`src/rtl/spi_reg_master.sv`:
```
// SPI register-protocol initiator: one command byte plus one data word per frame.
// Ports: clk/rstb, ena, mode, clk_div, req/ready request, rw/addr/wdata, rdata/rdata_vld/done/busy, spi_* pins.
module spi_reg_master #(
  parameter int ADDR_W = 4,
  parameter int REG_W  = 8,
  parameter int DIV_W  = 8
) (
  input  logic              clk,
  input  logic              rstb,
  input  logic              ena,
  input  logic [1:0]        mode,
  input  logic [DIV_W-1:0]  clk_div,
  input  logic              req,
  output logic              ready,
  input  logic              rw,
  input  logic [ADDR_W-1:0] addr,
  input  logic [REG_W-1:0]  wdata,
  output logic [REG_W-1:0]  rdata,
  output logic              rdata_vld,
  output logic              done,
  output logic              busy,
  output logic              spi_cs_n,
  output logic              spi_clk,
  output logic              spi_mosi,
  input  logic              spi_miso
);

  localparam int N  = 8 + REG_W;
  localparam int EW = $clog2(2 * N + 1);

  typedef enum logic [2:0] {
    IDLE,
    SETUP,
    SHIFT,
    HOLD,
    GAP
  } state_t;

  state_t state, nxt_state;

  logic [DIV_W-1:0] cnt, nxt_cnt;
  logic [DIV_W-1:0] div, nxt_div;
  logic             cpol, nxt_cpol;
  logic             cpha, nxt_cpha;
  logic             rw_l, nxt_rw_l;
  logic [N-1:0]     sh, nxt_sh;
  logic [EW-1:0]    edges, nxt_edges;
  logic [REG_W-1:0] rx, nxt_rx;
  logic [REG_W-1:0] nxt_rdata;
  logic             nxt_vld, nxt_done, nxt_busy;
  logic             nxt_cs_n, nxt_sclk, nxt_mosi;
  logic             tick, lead;
  logic [N-1:0]     frame;

  assign ready = (state == IDLE) & ena;
  assign tick  = (cnt == '0);
  // even count means the next edge is odd-numbered, i.e. leading
  assign lead  = ~edges[0];
  assign frame = {rw, 7'(addr), rw ? wdata : '0};

  always_comb begin
    nxt_state = state;
    nxt_cnt   = cnt;
    nxt_div   = div;
    nxt_cpol  = cpol;
    nxt_cpha  = cpha;
    nxt_rw_l  = rw_l;
    nxt_sh    = sh;
    nxt_edges = edges;
    nxt_rx    = rx;
    nxt_rdata = rdata;
    nxt_vld   = 1'b0;
    nxt_done  = 1'b0;
    nxt_busy  = busy;
    nxt_cs_n  = spi_cs_n;
    nxt_sclk  = spi_clk;
    nxt_mosi  = spi_mosi;

    if (state != IDLE) begin
      nxt_cnt = tick ? div : cnt - DIV_W'(1);
    end

    unique case (state)
      IDLE: begin
        nxt_sclk = mode[1];
        if (req && ready) begin
          nxt_state = SETUP;
          nxt_cnt   = clk_div;
          nxt_div   = clk_div;
          nxt_cpol  = mode[1];
          nxt_cpha  = mode[0];
          nxt_rw_l  = rw;
          nxt_sh    = frame;
          nxt_edges = '0;
          nxt_cs_n  = 1'b0;
          nxt_busy  = 1'b1;
          nxt_mosi  = mode[0] ? 1'b0 : frame[N-1];
        end
      end
      SETUP: begin
        if (tick) nxt_state = SHIFT;
      end
      SHIFT: begin
        if (tick) begin
          nxt_sclk  = ~spi_clk;
          nxt_edges = edges + EW'(1);
          if (lead ^ cpha) begin
            nxt_rx = {rx[REG_W-2:0], spi_miso};
          end else begin
            // CPHA=0 already drives the MSB, so it presents the next bit
            nxt_mosi = cpha ? sh[N-1] : sh[N-2];
            nxt_sh   = {sh[N-2:0], 1'b0};
          end
          if (edges == EW'(2 * N - 1)) nxt_state = HOLD;
        end
      end
      HOLD: begin
        nxt_sclk = cpol;
        if (tick) begin
          nxt_state = GAP;
          nxt_cs_n  = 1'b1;
          nxt_done  = 1'b1;
          nxt_busy  = 1'b0;
          nxt_mosi  = 1'b0;
          if (!rw_l) begin
            nxt_rdata = rx;
            nxt_vld   = 1'b1;
          end
        end
      end
      GAP: begin
        if (tick) nxt_state = IDLE;
      end
      default: nxt_state = IDLE;
    endcase

    if (state != IDLE && !ena) begin
      nxt_state = IDLE;
      nxt_cs_n  = 1'b1;
      nxt_sclk  = cpol;
      nxt_mosi  = 1'b0;
      nxt_busy  = 1'b0;
      nxt_done  = 1'b0;
      nxt_vld   = 1'b0;
      nxt_rdata = rdata;
    end
  end

  always_ff @(posedge clk or negedge rstb) begin
    if (!rstb) begin
      state     <= IDLE;
      cnt       <= '0;
      div       <= '0;
      cpol      <= 1'b0;
      cpha      <= 1'b0;
      rw_l      <= 1'b0;
      sh        <= '0;
      edges     <= '0;
      rx        <= '0;
      rdata     <= '0;
      rdata_vld <= 1'b0;
      done      <= 1'b0;
      busy      <= 1'b0;
      spi_cs_n  <= 1'b1;
      spi_clk   <= 1'b0;
      spi_mosi  <= 1'b0;
    end else begin
      state     <= nxt_state;
      cnt       <= nxt_cnt;
      div       <= nxt_div;
      cpol      <= nxt_cpol;
      cpha      <= nxt_cpha;
      rw_l      <= nxt_rw_l;
      sh        <= nxt_sh;
      edges     <= nxt_edges;
      rx        <= nxt_rx;
      rdata     <= nxt_rdata;
      rdata_vld <= nxt_vld;
      done      <= nxt_done;
      busy      <= nxt_busy;
      spi_cs_n  <= nxt_cs_n;
      spi_clk   <= nxt_sclk;
      spi_mosi  <= nxt_mosi;
    end
  end

endmodule
```
`config.mk`:
```
export PLATFORM = sky130hd
export DESIGN_NAME = spi_reg_master
export DESIGN_NICKNAME = d
export VERILOG_FILES = /design/src/rtl/spi_reg_master.sv
export SDC_FILE = /design/constraint.sdc
export NUM_CORES = 1
export LEC_CHECK = 0
export CAP_MARGIN = 15
export CORE_UTILIZATION = 51
export CTS_CLUSTER_SIZE = 20
export DETAILED_ROUTE_END_ITERATION = 12
export DONT_BUFFER_PORTS = 1
export PLACE_DENSITY = 0.78
export SYNTH_ARGS = -nofsm -noshare
export SYNTH_HDL_FRONTEND = slang
export SYNTH_SLANG_ARGS = --single-unit
export TNS_END_PERCENT = 20
```
`constraint.sdc`:
```
create_clock -name clk -period 2.1 [get_ports clk]
set_input_delay 0.42 -clock clk [delete_from_list [all_inputs] [get_ports clk]]
set_output_delay 0.42 -clock clk [all_outputs]
set_load 0.01 [all_outputs]
```
# Yosys cells after proc, flatten, opt, wreduce, memory -nomap -nowiden
# Cells that the tools add are included.
[word_totals] ff_bits=66 out_inout_bits=15 wordCells=102
[classes] add_sub_neg=2 eq_ne=15 n_mux=45 bitwise_logic=6 n_reduce_logical=18
[op_table] operator="16-bit two-way mux" n=3
[op_table] operator="8-bit two-way mux" n=5
[op_table] operator="16-bit case mux with 2 select lines" n=1
[op_table] operator="1-bit two-way mux" n=21
[op_table] operator="3-bit two-way mux" n=7
[op_table] operator="3-bit != test, second input constant" n=6
[op_table] operator="3-bit case mux with 5 select lines" n=1
[op_table] operator="6-bit two-way mux" n=2
[op_table] operator="6-bit case mux with 2 select lines" n=1
[op_table] operator="3-bit AND reduction" n=3
[op_table] operator="8-bit logical NOT" n=1
[op_table] operator="4-bit AND reduction" n=2
[op_table] operator="8-bit by 1-bit subtractor with 8-bit output, second input constant" n=1
[op_table] operator="6-bit by 1-bit adder with 6-bit output, second input constant" n=1
[op_table] operator="3-bit by 2-bit == test with 1-bit output, second input constant" n=2
[op_table] operator="6-bit by 5-bit == test with 1-bit output, second input constant" n=1
[op_table] operator="1-bit case mux with 3 select lines" n=2
[op_table] operator="6-bit AND reduction" n=1
[op_table] operator="3-bit nonzero test" n=2
[op_table] operator="5-bit AND reduction" n=1
[op_table] operator="2-bit != test, second input constant" n=2
[op_table] operator="1-bit NOT" n=4
[op_table] operator="1-bit case mux with 2 select lines" n=2
[op_table] operator="2-bit AND reduction" n=2
[op_table] operator="other kinds (11)" n=12

# Depth between registers and ports, before layout
# Gate-level depths: netlist of run 1.
[logic_depth] word_depth=6 ltp_mapped=8 ltp_nobuf=7

# Worst setup path after synthesis of run 1
# OpenSTA, ideal clock, no wires.
[synth_timing] path_kind="register to register" start="reg cnt[0]" end="reg rx[0]" setup_time_ps=125 arrival_time_ps=1797 t_required_ps=1975 path_slack_ps=178 stages_incl_launch_ff=8 path_cell_list="dfrtp_1 inv_1 ha_1 nor3b_4 nand2_4 or3_1 buf_6 mux2_4"
[synth_via] elab_chain_len=2
[synth_rtl] element="from (decl)" line="41" rtl="logic [DIV_W-1:0] cnt, nxt_cnt;"
[synth_rtl] element="from (signal assigned)" line="169" rtl="cnt <= nxt_cnt;"
[synth_rtl] element="8-bit logical NOT" line="56" rtl="assign tick = (cnt == '0);"
[synth_rtl] element="3-bit AND reduction (no source line)"
[synth_rtl] element="to (signal assigned)" line="176" rtl="rx <= nxt_rx;"
[synth_rtl] element="to (decl)" line="48" rtl="logic [REG_W-1:0] rx, nxt_rx;"
# No other way between the ends.
# A chain may end at the register's enable or synchronous reset.

# Worst setup path in the final report of run 1
# Ends and elaborated chain as after synthesis.

==> flow_metrics.py, run 1 <==
metrics = {
    "logic_synthesis": {
        "synth_edf_count": 0,
        "seq_area_frac_synth_pct": 51.0,
        "synth_top_area_share_pct": 50.2,
        "post_synth_num_cell_types": 49,
        "synth_seq_cells": 66,
        "syn-cell-area_um2": 3240,
        "async_flop_share_pct": 100,
        "syn-num-nets": 348,
        "synthCells": 317,
        "syn_avg_cell_area_um2": 10.2,
        "synth_area_leaders": "dfrtp_1 50%, mux2_2 8.3%, nand2_1 3.5%",
        "ys.flop_type": "dfrtp_1",
        "yosys_warnings": 0,
        "synth_top_cell_by_area": "dfrtp_1",
    },
    "clock_network": {
        "clk_latency_ns": 0.34,
        "path_clk_slew_ns": 0.07,
        "clock-sinks": 66,
        "cts_tree": "built",
        "cts_max_level": 3,
        "clock_path_buffers": 2,
        "cts_made_buffers": 9,
        "root_buffer": "clkbuf_8",
    },
    "die": {
        "die_y_um": 81.7,
        "die_w_um": 81.7,
        "row_count": 28,
        "die-area_um2": 6680,
        "start_util_pct": 53.8,
        "io_pins": 43,
        "placeableCoreArea_um2": 6030,
    },
    "finish": {
        "fillers": 484,
        "area_delta_synth_final_pct": 13.6,
        "seq_area_um2": 1650,
        "mostFrequentLayoutCells": "65 x dfrtp_1, 30 x nand2_1, 29 x nor2_1",
        "fin_area_um2": 3680,
        "nets": 363,
        "antenna_cells": 0,
        "multiInputGateArea_um2": 1480,
        "drive_gt1_share_pct": 22.6,
        "final_common_cell": "dfrtp_1",
        "fin_util_pct": 61.1,
    },
    "sta": {
        "fin_ws_ns": 0.0892,
        "max_slew_margin_pct": 66.2,
        "setup_viol": 0,
        "max_freq_ghz": 0.497,
        "finalHoldViolations": 0,
        "tns_ns": 0,
        "rsz0062_at_grt": "false",
        "worst_pin_slew_ns": 0.503,
        "min_period_ns": 2.01,
        "skew_ns": 0.0116,
        "slew_violations": 0,
        "fin_crit_sh_pct": 95.8,
    },
    "critical_path": {
        "path_cells": "inv_1, ha_2, nor3b_4, nand2_4, or3_4, mux2_4",
        "cp.buffers_inverters": 1,
        "cp.arrival_ns": 2.23,
        "critPathLaunchType": "flop",
        "max_stage_delay_ns": 0.48,
        "end_kind": "flop",
        "required_ns": 2.32,
        "path_delay_family": "simple AND/OR/NAND/NOR gates",
        "critPathMaxFanout": 9,
        "slowest_stage": "or3_4",
        "path_class": "flop to flop",
        "cp.depth": 6,
        "reg2regPathDepth": 6,
    },
    "detailed_routing": {
        "vias": 2454,
        "drt_first_pass_iters": 5,
        "drtIter0Drc": 183,
        "viasPerCell": 5.97,
        "wl_mm": 6.69,
        "ant_nets": 0,
        "wire_per_inst_um": 16.3,
        "drc": 0,
    },
    "outcome": {
        "status": "finished, final reports clean",
    },
    "global_routing": {
        "grtUsageTotal_pct": 21.8,
        "grt_max_degree": 67,
        "grt_pass1_wl_mm": 10.9,
        "grt_pass1_vias": 2309,
        "grt_overflow": 0,
        "antenna_found_initial": 0,
    },
    "job": {
        "max-cap-violations": 0,
    },
    "pwr": {
        "power_frac_comb_pct": 31.3,
        "p_switching_mw": 1.52,
        "p_leak_nw": 1.62,
        "p_clk_share_pct": 24.2,
        "switching_share_pct": 34.3,
        "irDropWorstVdd_mv": 0.681,
        "p_int_mw": 2.91,
        "seqPwrFrac_pct": 44.5,
        "powerDensity_nw_per_um2": 1200,
    },
    "placed_design": {
        "numPortBuffers": 0,
        "place_area_um2": 3390,
        "dp_slack_ns": -0.0335,
        "dpl.hpwl_mm": 4.44,
        "gp_congestion": 0.897,
    },
    "min_path": {
        "hold_path_depth": 1,
        "hold_class": "input pin to flop",
    },
}
[per-layer routing]
metal	part of all wire [%]	global-route usage (%)	vias to the layer above
met5	0	0	-
met4	0.99	9.82	0
met3	6.8	6.56	8
met2	46	30.6	89
met1	46	30.9	1196
li1	-	-	1161
[Yosys cell counts (all sizes together) (2+ instances only)]
cell	count
clkbuf	13
nor3	7
a22o	2
a211oi	2
buf	5
xor2	4
nor2b	5
dfrtp	65
mux2i	2
o31ai	4
or3	4
a22oi	5
nand2	31
o211ai	2
a31oi	14
ha	3
nor4	2
nand3	13
inv	11
a21oi	16
o21ai	22
mux2	26
nor2	30
or3b	3
nand2b	7
[through the flow]
stage	power (mW)	std cells	hold WS [ns]
3_3_place_gp	3.23	391	0.126
2_1_floorplan	2.95	317	0.124
5_1_grt	4.75	411	0.115
3_5_place_dp	3.29	391	0.126
4_1_cts	4.42	408	0.118
6_report	4.43	411	0.137
[sequential cells by signal, indices dropped and copies added (netlist names), 3 cells and up]
| name | flops |
|---|---|
| sh | 16 |
| cnt | 8 |
| div | 8 |
| rdata | 8 |
| rx | 8 |
| edges | 6 |
| state | 3 |
[power by group through the flow]
stage	clock, mW	combinational (mW)	sequential [mW]
finish	1.07	1.39	1.97
floorplan	0	1.05	1.89
detailed placement	0	1.31	1.98
global route	1.17	1.56	2.02
global placement	0	1.27	1.96
CTS	1.10	1.35	1.96
[layout make-up]
cell class / count / share of cell area [%]
inverter: 11 / 1.12
clock buffer: 11 / 4.11
sequential: 66 / 44.9
clock inverter: 4 / 1.39
multi-input combinational: 222 / 40.1
timing repair buffer: 22 / 5.81
tap: 75 / 2.55
[repair_timing]
item / 4_1_cts / 5_1_grt
setup buffers: 0 / 3
resized for setup: 2 / 4
hold buffers: 2 / 0
endpoints found under the setup margin: 10 / 19
gates cloned: 0 / 0
pin swaps: 1 / 2
endpoints found under the hold margin: 66 / 0
[worst paths after layout]
kind,start,endpoint,slack (ns)
min in group asynchronous,rstb,cnt[3],0.63
max in group asynchronous,rstb,spi_cs_n,1.17
setup reg to reg,cnt[0],rx[0],0.09
hold / removal,ena,spi_cs_n,0.14
hold reg to reg,sh[11],sh[12],0.50
setup / recovery,cnt[0],rx[0],0.09
[cell families after synthesis]
group                    synth area share, %
AO/OA/AOI/OAI                           15.2
XOR/XNOR                                1.35
adder cells (fa/ha/maj)                 1.16
buffers and inverters                   4.01
flip-flops                              51.0
multiplexers                            9.88
AND/OR/NAND/NOR                         17.5
Note: power is estimated with default switching activity, not from simulation.
==> run 2: changes to the inputs <==
--- a/config.mk
+++ b/config.mk
@@ -10,7 +10,9 @@
 export CTS_CLUSTER_SIZE = 20
 export DETAILED_ROUTE_END_ITERATION = 12
 export DONT_BUFFER_PORTS = 1
-export PLACE_DENSITY = 0.78
+export PLACE_DENSITY = 0.81
+export RECOVER_POWER = 25
+export SKIP_LAST_GASP = 1
 export SYNTH_ARGS = -nofsm -noshare
 export SYNTH_HDL_FRONTEND = slang
 export SYNTH_SLANG_ARGS = --single-unit
==> constraint.sdc (replaced) <==
create_clock -name clk -period 1.7 [get_ports clk]
set_input_delay 0.34 -clock clk [delete_from_list [all_inputs] [get_ports clk]]
set_output_delay 0.34 -clock clk [all_outputs]
set_load 0.01 [all_outputs]
==> flow_metrics.py, run 2 (synthesis gave the netlist of run 1 again) <==
metrics = {
    "global_routing": {
        "grt_pass1_vias": 2639,
        "grt_overflow": 0,
        "grtUsageTotal_pct": 25.7,
        "grt_max_degree": 67,
        "antenna_found_initial": 0,
        "grt_pass1_wl_mm": 12.6,
    },
    "die": {
        "die_w_um": 81.7,
        "die-area_um2": 6680,
        "start_util_pct": 53.8,
        "placeableCoreArea_um2": 6030,
        "row_count": 28,
        "io_pins": 43,
        "die_y_um": 81.7,
    },
    "finish": {
        "fillers": 413,
        "mostFrequentLayoutCells": "64 x dfrtp_1, 47 x buf_4, 30 x nand2_1",
        "final_common_cell": "dfrtp_1",
        "fin_util_pct": 68.0,
        "antenna_cells": 0,
        "largest_reg_flops": 16,
        "drive_gt1_share_pct": 34.1,
        "top_register": "sh",
        "nets": 398,
        "area_delta_synth_final_pct": 26.3,
    },
    "sta": {
        "rsz0062_at_grt": "true",
        "max_slew_margin_pct": 70.0,
        "setup_viol": 41,
        "hold_slack_ns": -0.318,
        "fin_ws_ns": -0.267,
        "slew_violations": 0,
        "min_period_ns": 1.97,
        "skew_ns": 0.0120,
        "fin_crit_sh_pct": 116,
        "tns_ns": -4.14,
        "max_freq_ghz": 0.508,
        "finalHoldViolations": 66,
        "worst_pin_slew_ns": 0.447,
    },
    "detailed_routing": {
        "wl_mm": 7.72,
        "drtIter0Drc": 184,
        "drt_first_pass_iters": 4,
        "ant_nets": 0,
        "vias": 2643,
        "wire_per_inst_um": 17.3,
        "dr_wl_met2_mm": 3.76,
        "viasPerCell": 5.91,
        "top_layer": "met4",
        "drt-met1-wl_mm": 3.21,
        "drc": 0,
        "route.met3.wl_um": 547,
    },
    "critical_path": {
        "critPathMaxFanout": 4,
        "critPathLaunchType": "flop",
        "end_kind": "flop",
        "path_class": "flop to flop",
        "required_ns": 1.93,
        "max_stage_delay_ns": 0.55,
        "slowest_stage": "or4_4",
        "cp.arrival_ns": 2.20,
        "path_cells": "buf_6, or4_4, nor2_4, buf_4, o211ai_1, xor2_1, nor2_1",
    },
    "clock_network": {
        "cts_tree": "built",
        "path_clk_slew_ns": 0.08,
        "clock_path_buffers": 2,
        "clock-sinks": 66,
        "cts_max_level": 3,
        "clk_latency_ns": 0.34,
        "cts_made_buffers": 9,
        "root_buffer": "clkbuf_8",
    },
    "job": {
        "max-cap-violations": 0,
    },
    "pwr": {
        "powerDensity_nw_per_um2": 1550,
        "p_leak_nw": 1.82,
        "total_power_mw": 6.36,
        "irDropWorstVdd_mv": 0.882,
    },
    "placed_design": {
        "dpl.hpwl_mm": 5.28,
        "numPortBuffers": 0,
        "dp_slack_ns": -0.205,
        "gp_congestion": 0.918,
    },
    "outcome": {
        "violations": "negative hold slack, negative setup slack",
        "status": "complete, but fails checks",
    },
    "min_path": {
        "hold_class": "input pin to async pin",
    },
}
## run 2: metal layers
layer	global-route usage [%]	up-vias
met5	0	-
met4	12.8	0
met3	8.22	24
met2	39.0	88
met1	33.0	1296
li1	-	1235
## run 2: worst paths after layout
check	start	to	slack, ns	depth (start not counted)
max in group asynchronous	rstb	spi_cs_n	1.83	0
min in group clk	ena	spi_cs_n	0.05	1
max reg2reg	cnt[6]	edges[2]	-0.27	7
max	cnt[6]	edges[2]	-0.27	7
min	rstb	busy	-0.32	0
min reg2reg	sh[12]	sh[13]	0.51	2
## run 2: report_power, final
group          total, mW  switching [mW]  leakage [nW]  internal, mW
Sequential          2.40           0.378         0.840          2.03
Combinational       2.30            1.10         0.863          1.20
Clock               1.65           0.638         0.119          1.02
Total               6.36            2.12          1.82          4.24
## run 2: what timing repair did
item,CTS,global route
gates resized for setup,14,14
buffers inserted,4,4
endpoints found under the hold margin,66,66
endpoints found under the setup margin,40,62
pin swaps,5,10
## run 2: area by class of cell
class | count | area, um2 | share of cell area [%]
inverters | 11 | 41.3 | 1.01
clock buffers | 10 | 138 | 3.36
repair buffers | 57 | 492 | 12.0
multi-input cells | 222 | 1560 | 38.2
well taps | 75 | 93.8 | 2.29
clock inverters | 6 | 114 | 2.78
flip-flops and latches | 66 | 1650 | 40.4
## run 2: critical path: cells and delay by family (launching register included)
kind | cells | cell delay, ns
simple gates | 3 | 0.80
flops | 1 | 0.40
buf+inv | 2 | 0.26
xor+xnor | 1 | 0.25
compound gates | 1 | 0.14
## run 2: stage by stage
stage,area (um2),cells
after global routing,4100,447
after detailed placement,3680,423
final,4100,447
after CTS,4020,443
after global placement,3680,423
after floorplan,3260,317
==> run 3: changes to the inputs <==
--- a/config.mk
+++ b/config.mk
@@ -10,6 +10,7 @@
 export CTS_CLUSTER_SIZE = 20
 export DETAILED_ROUTE_END_ITERATION = 12
 export DONT_BUFFER_PORTS = 1
+export GPL_TIMING_DRIVEN = 0
 export PLACE_DENSITY = 0.81
 export RECOVER_POWER = 25
 export SKIP_LAST_GASP = 1
==> flow_metrics.py, run 3 (synthesis gave the netlist of run 1 again) <==
metrics = {
    "outcome": {
        "status": "complete, but fails checks",
        "violations": "negative hold slack, negative setup slack",
    },
    "critical_path": {
        "path_class": "flop to flop",
        "endpoint": "edges[1]",
        "r2r_slack_ns": -0.22,
        "critPathLaunchType": "flop",
        "cp.arrival_ns": 2.15,
        "max_stage_delay_ns": 0.42,
        "critPathMaxFanout": 6,
        "cp.depth": 6,
        "timing.rr.start": "cnt[0]",
        "path_delay_family": "simple AND/OR/NAND/NOR gates",
        "cp.buffers_inverters": 1,
        "end_kind": "flop",
        "crit_start": "cnt[0]",
        "reg2regPathDepth": 6,
        "path_cells": "inv_2, ha_4, or3b_4, nor2_4, o21ai_0, a32o_1",
        "r2r_end": "edges[1]",
        "required_ns": 1.93,
        "slowest_stage": "or3b_4",
    },
    "finish": {
        "top_register": "sh",
        "mostFrequentLayoutCells": "63 x dfrtp_1, 29 x nand2_1, 28 x nor2_1",
        "drive_gt1_share_pct": 31.3,
        "multiInputGateArea_um2": 1600,
        "antenna_cells": 0,
        "final_common_cell": "dfrtp_1",
        "area_delta_synth_final_pct": 21.9,
        "fillers": 441,
        "seq_area_um2": 1660,
        "nets": 377,
        "largest_reg_flops": 16,
    },
    "pwr": {
        "powerDensity_nw_per_um2": 1590,
        "p_leak_nw": 1.72,
        "irDropWorstVdd_mv": 0.877,
        "total_power_mw": 6.29,
    },
    "clock_network": {
        "clk_latency_ns": 0.36,
        "cts_made_buffers": 9,
        "clock_path_buffers": 2,
        "cts_tree": "built",
        "clock-sinks": 66,
        "path_clk_slew_ns": 0.07,
        "root_buffer": "clkbuf_8",
        "cts_max_level": 3,
    },
    "placed_design": {
        "dpl.hpwl_mm": 4.80,
        "gp_congestion": 0.843,
        "dp_slack_ns": -0.410,
        "numPortBuffers": 0,
    },
    "die": {
        "row_count": 28,
        "io_pins": 43,
        "die_w_um": 81.7,
        "die-area_um2": 6680,
        "start_util_pct": 53.8,
        "die_y_um": 81.7,
        "placeableCoreArea_um2": 6030,
    },
    "detailed_routing": {
        "wl_mm": 7.88,
        "drt_first_pass_iters": 5,
        "wire_per_inst_um": 18.5,
        "ant_nets": 0,
        "drc": 0,
        "viasPerCell": 6.11,
        "drtIter0Drc": 204,
        "vias": 2604,
    },
    "min_path": {
        "hold_class": "input pin to async pin",
    },
    "global_routing": {
        "grt_pass1_vias": 2596,
        "grt_pass1_wl_mm": 12.4,
        "grt_max_degree": 67,
        "grtUsageTotal_pct": 25.4,
        "grt_overflow": 0,
        "antenna_found_initial": 0,
    },
    "sta": {
        "max_slew_margin_pct": 66.2,
        "min_period_ns": 1.92,
        "finalHoldViolations": 66,
        "fin_crit_sh_pct": 113,
        "worst_pin_slew_ns": 0.503,
        "rsz0062_at_grt": "true",
        "slew_violations": 0,
        "max_freq_ghz": 0.522,
        "hold_slack_ns": -0.320,
        "setup_viol": 59,
        "skew_ns": 0.0125,
        "fin_ws_ns": -0.217,
    },
    "job": {
        "max-cap-violations": 0,
    },
}
[run 3: cell count changes in the layout (fill, tap and decap cells not counted), moves of 3 or more]
cell and change:
mux2_4 +4, clkbuf_2 +3, buf_4 -28, buf_12 -3, clkbuf_8 +3, mux2_2 -4
clkbuf_1 +4, o21ai_1 -4
[run 3: worst min path at each step]
stage,startpoint,endpoint,slack [ns]
floorplan,rstb,busy,0.04
global placement,rstb,rdata[6],0.05
detailed placement,rstb,rx[7],0.05
CTS,rstb,rdata[0],-0.34
global route,rstb,rx[6],-0.34
finish,rstb,rx[6],-0.32
[run 3: what timing repair did]
action / CTS / global route
hold endpoints to repair: 66 / 66
resized for setup: 35 / 20
setup endpoints to repair: 67 / 61
gates cloned: 0 / 1
pin swaps: 8 / 7
setup buffers: 17 / 3
[run 3: report_power, final]
part | internal [mW] | leakage [nW] | total [mW] | switching [mW]
Combinational | 0.950 | 0.736 | 2.00 | 1.05
Clock | 1.24 | 0.143 | 1.86 | 0.614
Sequential | 2.03 | 0.839 | 2.43 | 0.397
Total | 4.22 | 1.72 | 6.29 | 2.06
[run 3: through the flow]
step / hold slack, ns / TNS [ns] / std cells / area [um2] / util (%)
2_1_floorplan: 0.0444 / -2.18 / 317 / 3260 / -
3_3_place_gp: 0.0462 / -15.32 / 392 / 3360 / 55.7
3_5_place_dp: 0.0458 / -17.25 / 392 / 3360 / 55.7
4_1_cts: -0.337 / -4.84 / 424 / 3870 / 64.3
5_1_grt: -0.344 / -12.12 / 426 / 3950 / 65.6
6_report: -0.320 / -6.81 / 426 / 3950 / 65.6
[run 3: layout make-up]
type	instances	area share (%)
sequential	66	41.9
multi-input combinational	222	40.6
timing repair buffer	21	4.27
clock buffer	12	4.18
clock inverter	4	3.04
buffer	15	2.66
tap	75	2.37
inverter	11	1.04
[run 3: metal layers]
metal  routed length, um  track usage, %  vias to the layer above  part of all wire [%]
met5                   0               0                        -                     0
met3                 467            6.78                       23                   5.9
li1                    -               -                     1192                     -
met4                 197            12.8                        0                   2.5
met1                3270            31.9                     1295                    42
met2                3940            40.5                       94                    50
